**config.mk**
```make
export PLATFORM = sky130hd
export DESIGN_NAME = tdm_domain_mux
export DESIGN_NICKNAME = d
export VERILOG_FILES = /design/src/rtl/tdm_pkg.sv /design/src/rtl/tdm_slot_sched.sv /design/src/rtl/tdm_domain_mux.sv
export SDC_FILE = /design/constraint.sdc
export NUM_CORES = 1
export LEC_CHECK = 0
export BUFFER_PORTS_ARGS = -buffer_cell sky130_fd_sc_hd__buf_2
export CELL_PAD_IN_SITES_DETAIL_PLACEMENT = 1
export CELL_PAD_IN_SITES_GLOBAL_PLACEMENT = 2
export CORE_MARGIN = 2
export CORE_UTILIZATION = 25
export DETAILED_ROUTE_END_ITERATION = 10
export GPL_TIMING_DRIVEN = 1
export PLACE_DENSITY_LB_ADDON = 0.1
export REMOVE_ABC_BUFFERS = 1
export SLEW_MARGIN = 10
export SYNTH_ARGS = -nofsm -noshare
export SYNTH_HDL_FRONTEND = slang
export SYNTH_HIERARCHICAL = 1
export SYNTH_SLANG_ARGS = --single-unit
```
**constraint.sdc**
```tcl
create_clock -name clk -period 1.9 [get_ports clk]
set_input_delay 0.38 -clock clk [delete_from_list [all_inputs] [get_ports clk]]
set_output_delay 0.38 -clock clk [all_outputs]
set_load 0.03 [all_outputs]
```
**src/rtl/tdm_pkg.sv**
```systemverilog
// Shared definitions for the time-division domain multiplexer.
// Domain labels are plain binary domain indices 0..NDOM-1.
package tdm_pkg;

  localparam int NDOM_DEF = 4;
  localparam int W_DEF    = 8;
  localparam int SLOT_DEF = 4;

  // Width of an index covering n values, never narrower than one bit.
  function automatic int dom_w(input int n);
    return (n <= 2) ? 1 : $clog2(n);
  endfunction

  // Label of the domain that owns the slot after domain d.
  function automatic int dom_next(input int d, input int n);
    return (d >= n - 1) ? 0 : d + 1;
  endfunction

endpackage

```
**src/rtl/tdm_slot_sched.sv**
```systemverilog
// Fixed round-robin slot scheduler. It has no data inputs, so slot timing
// cannot depend on traffic from any domain.
module tdm_slot_sched
  import tdm_pkg::*;
#(
  parameter int NDOM  = NDOM_DEF,
  parameter int SLOT  = SLOT_DEF,
  localparam int DOM_W = dom_w(NDOM)
) (
  input  logic             clk,
  input  logic             rst,
  output logic [DOM_W-1:0] cur_dom,
  output logic             guard
);

  localparam int CNT_W = dom_w(SLOT);

  logic [CNT_W-1:0] slot_cnt;

  // Slot counter and owner; the owner advances when the counter wraps.
  always_ff @(posedge clk) begin
    if (rst) begin
      slot_cnt <= '0;
      cur_dom  <= '0;
    end else if (slot_cnt == CNT_W'(SLOT - 1)) begin
      slot_cnt <= '0;
      cur_dom  <= DOM_W'(dom_next(int'(cur_dom), NDOM));
    end else begin
      slot_cnt <= slot_cnt + 1'b1;
    end
  end

  // Last cycle of a slot is a guard cycle in which no input is taken.
  always_comb begin
    guard = (slot_cnt == CNT_W'(SLOT - 1));
  end

endmodule

```
**src/rtl/tdm_domain_mux.sv**
```systemverilog
// Time-division mux: each domain owns the output for a fixed slot. A word
// still unaccepted at the end of its slot is dropped instead of leaking into
// the next domain's slot.
module tdm_domain_mux
  import tdm_pkg::*;
#(
  parameter int NDOM  = NDOM_DEF,
  parameter int W     = W_DEF,
  parameter int SLOT  = SLOT_DEF,
  localparam int DOM_W = dom_w(NDOM)
) (
  input  logic              clk,
  input  logic              rst,
  input  logic [NDOM*W-1:0] in_data,
  input  logic [NDOM-1:0]   in_valid,
  output logic [NDOM-1:0]   in_ready,
  output logic [W-1:0]      out_data,
  output logic              out_valid,
  input  logic              out_ready,
  output logic [DOM_W-1:0]  out_dom,
  output logic [DOM_W-1:0]  cur_dom,
  output logic              flush
);

  logic         guard;
  logic         can_load;
  logic         accept;
  logic [W-1:0] sel_data;

  tdm_slot_sched #(
    .NDOM (NDOM),
    .SLOT (SLOT)
  ) u_sched (
    .clk     (clk),
    .rst     (rst),
    .cur_dom (cur_dom),
    .guard   (guard)
  );

  // Ready only for the slot owner, outside the guard cycle, when the
  // output register is free or draining this cycle.
  always_comb begin
    in_ready = '0;
    sel_data = '0;
    accept   = 1'b0;
    can_load = !guard && (!out_valid || out_ready);
    for (int i = 0; i < NDOM; i++) begin
      if (DOM_W'(i) == cur_dom) begin
        in_ready[i] = can_load;
        sel_data    = in_data[i*W +: W];
        accept      = can_load && in_valid[i];
      end
    end
  end

  // Output register: load on accept, clear on drain, discard at slot end.
  always_ff @(posedge clk) begin
    if (rst) begin
      out_valid <= 1'b0;
      out_data  <= '0;
      out_dom   <= '0;
      flush     <= 1'b0;
    end else begin
      flush <= 1'b0;
      if (accept) begin
        out_valid <= 1'b1;
        out_data  <= sel_data;
        out_dom   <= cur_dom;
      end else if (out_valid && out_ready) begin
        out_valid <= 1'b0;
        out_data  <= '0;
      end else if (out_valid && guard) begin
        out_valid <= 1'b0;
        out_data  <= '0;
        flush     <= 1'b1;
      end
    end
  end

endmodule

```
==> results_dict.tcl <==
set metrics [dict create \
    fin_setup_tns_ns 0 \
    layout-drive-gt1-share 0.500 \
    clock_latency_ns 0.25 \
    worstHoldPathCells 1 \
    worstSetupEndpointType "primary output" \
    fp.dieH_microns 67.8 \
    place_area_sq_mm 0.00135 \
    r2r_setup_slack_ns 0.39 \
    switchingPower_w 0.000279 \
    place.gp.congestion 0.718 \
    grt_max_degree 26 \
    crit_path_cell_trace "ha_2 -> inv_2 -> nand2_1 -> nor3b_1 -> buf_4" \
    clock.fmax_mhz 567 \
    core_area_sq_mm 0.00394 \
    track_usage 0.134 \
    root_buffer "clkbuf_8" \
    slowest_stage "dfxtp_1" \
    antenna_found_initial 0 \
    diodes 0 \
    r2r-start "u_sched/cur_dom[0]" \
    critPathMaxFanout 7 \
    worst_pin_slew_ns 0.371 \
    synthArstFlopShare 0 \
    relSlewSlack 0.752 \
    crit_type "flip-flop to primary output" \
    hold_path_class "flip-flop to flip-flop" \
    timing.rr.end "out_data[4]" \
    viasPerCell 4.65 \
    nFillCells 457 \
    io-pin-count 57 \
    drv_slew 0 \
    setup-violations-final 0 \
    syn_to_final_growth_pct 39.4 \
    p_int_w 0.000668 \
    pwr-share-seq 0.399 \
    ys.flop_type "dfxtp_1" \
    rows 23 \
    max_cap_violations 0 \
    synth_cells 90 \
    synth.avg_cell_area_sq_um 11.3 \
    firstDrtPassIters 4 \
    portBuffers 56 \
    worstHoldStart "u_sched/slot_cnt[0]" \
    power.total_w 0.000948 \
    grt_pass1_wl_microns 4510 \
    die_area_sq_mm 0.00459 \
    drtIter0Drc 19 \
    holdPathEnd "u_sched/slot_cnt[0]" \
    power.share.clock 0.323 \
    cts_sinks 16 \
    drt-total-wl_microns 2690 \
    synth_area_sq_mm 0.00102 \
    place_hpwl_microns 2090 \
    rsz0062_at_grt "no" \
    peakVddDrop_mv 0.385 \
    synth_edf_count 0 \
    min_period_ns 1.76 \
    wl_per_cell_microns 13.6 \
    nets 191 \
    switching_share 0.295 \
    vias 920 \
    synth_seq_cells 16 \
    htree_levels 1 \
    worstPathRequired_ns 1.52 \
    cts_tree "yes" \
    critical_path_arrival_ns 1.38 \
    clkTransAtPathRegs_ns 0.06 \
    outcome "finished clean" \
    leakagePower_nw 0.667 \
    fin_crit_sh 0.928 \
    cts_buffers 3 \
    clk_path_buf_depth 2 \
    ant_nets 0 \
    cp-start-kind "flip-flop" \
    grt_pass1_vias 976 \
    power_density_mw_per_mm2 669 \
    chipWidth_microns 67.8 \
    hold_viol_final 0 \
    pwr-share-comb 0.279 \
    critPathMaxStageDelay_ns 0.33 \
    post-route-cell-area_sq_mm 0.00142 \
    grt_overflow_total 0 \
    rr_worst_depth 3 \
    yosys_warnings 6 \
    seq_area_frac_synth 0.315 \
    start_util 0.258 \
    fin_ws_ns 0.137 \
    dp_slack_ns 0.268 \
    final.setup_skew_ns 0.00153 \
    yosys.cell_types.count 26 \
    remaining_drc_errors 0 \
]
-- registers in the layout (all words and copies together), names as in the netlist --
register          count
u_sched/cur_dom       2
out_valid             1
u_sched/slot_cnt      2
out_data              8
flush                 1
out_dom               2
-- layer usage --
metal | GRT usage | vias to the layer above | part of all wire | wire, microns
met1 | 0.160 | 436 | 0.43 | 1150
li1 | - | 453 | - | -
met5 | 0 | - | 0 | 0
met3 | 0.0433 | 2 | 0.070 | 189
met2 | 0.233 | 29 | 0.50 | 1330
met4 | 0.0306 | 0 | 0.0067 | 18
-- critical path, delay by kind of cell, from the launching register on --
family | cells | cell delay (ns)
adders and majority gates | 1 | 0.23
and+or+nand+nor | 2 | 0.29
buffers and inverters | 2 | 0.28
DFF | 1 | 0.33
-- cell usage after synthesis (2+ instances only) --
master / number / share of area
clkbuf_1: 2 / 0.0074
buf_2: 2 / 0.0099
nor4_1: 2 / 0.012
nor2_1: 5 / 0.018
nor3_1: 4 / 0.020
nand3b_1: 8 / 0.059
nor3b_1: 3 / 0.022
ha_1: 3 / 0.037
mux2i_1: 11 / 0.11
nand2b_1: 10 / 0.062
buf_6: 2 / 0.022
dfxtp_1: 16 / 0.32
mux4_2: 4 / 0.089
nor2b_1: 2 / 0.012
mux4_1: 5 / 0.13
-- power groups by stage --
stage          Sequential (W)  Clock [W]  Combinational (W)
6_report             0.000378   0.000306           0.000264
5_1_grt              0.000382   0.000337           0.000291
4_1_cts              0.000378   0.000319           0.000268
3_5_place_dp         0.000386          0           0.000266
3_3_place_gp         0.000384          0           0.000262
2_1_floorplan        0.000432          0           0.000118
-- how the worst max path moves through the flow --
stage                                   start           to  slack (ns)  depth (start not counted)
after floorplan            u_sched/cur_dom[0]  in_ready[1]       -0.21                          1
after global placement    u_sched/slot_cnt[0]  in_ready[2]        0.29                          5
after detailed placement  u_sched/slot_cnt[0]  in_ready[2]        0.27                          5
after CTS                 u_sched/slot_cnt[0]  in_ready[2]        0.07                          5
after global routing      u_sched/slot_cnt[0]  in_ready[1]       0.006                          5
final                     u_sched/slot_cnt[0]  in_ready[1]        0.14                          5
-- cell usage in the layout, fill, tap and decap left out --
| cell type | netlist | final |
|---|---|---|
| buf_4 | 1 | 7 |
| a31oi_1 | 1 | 1 |
| mux4_2 | 4 | 4 |
| nor4_1 | 2 | 2 |
| o21ai_1 | 1 | 1 |
| buf_2 | 2 | 54 |
| or3b_1 | 1 | 1 |
| ha_1 | 3 | 2 |
| nand3_2 | 1 | 1 |
| nor2_1 | 5 | 5 |
| inv_2 | 0 | 1 |
| a32o_1 | 1 | 1 |
| nand2_1 | 1 | 1 |
| ha_2 | 0 | 1 |
| nand3b_1 | 8 | 8 |
| mux2_2 | 1 | 1 |
| dfxtp_1 | 16 | 16 |
| mux4_1 | 5 | 5 |
| a21oi_1 | 1 | 1 |
| nand2b_1 | 10 | 10 |
| nor3_1 | 4 | 4 |
| mux2i_1 | 11 | 11 |
| nor3b_2 | 0 | 1 |
| nor3b_1 | 3 | 2 |
| nor2b_1 | 2 | 2 |
| and3_1 | 1 | 1 |
| clkbuf_8 | 0 | 4 |
-- logic make-up (layout without fill, tap and decap cells) --
group | after synthesis | after routing | share of synthesized area
AO/OA/AOI/OAI | 4 | 4 | 0.0259
AND/OR/NAND/NOR | 38 | 38 | 0.234
buffers and inverters | 8 | 66 | 0.0505
flip-flops | 16 | 16 | 0.315
adder cells (fa/ha/maj) | 3 | 3 | 0.0369
multiplexers | 21 | 21 | 0.337
-- cell type report --
| type | instances | area [sq um] | share of cell area |
|---|---|---|---|
| Tap cell | 50 | 62.6 | 0.0442 |
| Multi-Input combinational cell | 66 | 652 | 0.460 |
| Timing Repair Buffer | 61 | 323 | 0.228 |
| Sequential cell | 16 | 320 | 0.226 |
| Inverter | 1 | 3.75 | 0.00265 |
| Clock buffer | 4 | 55.1 | 0.0389 |
-- per-stage QoR --
| stage | instances | util | hold slack [ns] |
|---|---|---|---|
| after detailed placement | 194 | 0.342 | 0.446 |
| after global routing | 198 | 0.359 | 0.493 |
| final | 198 | 0.359 | 0.465 |
| after floorplan | 83 | - | 0.422 |
| after CTS | 198 | 0.358 | 0.464 |
| after global placement | 194 | 0.342 | 0.437 |
-- what timing repair did --
item                       4_1_cts  5_1_grt
hold buffers                     0        0
setup endpoints to repair        2        3
pin swaps                        0        0
setup buffers                    0        0
gates resized for setup          3        2
Note: power is estimated with default switching activity, not from simulation.
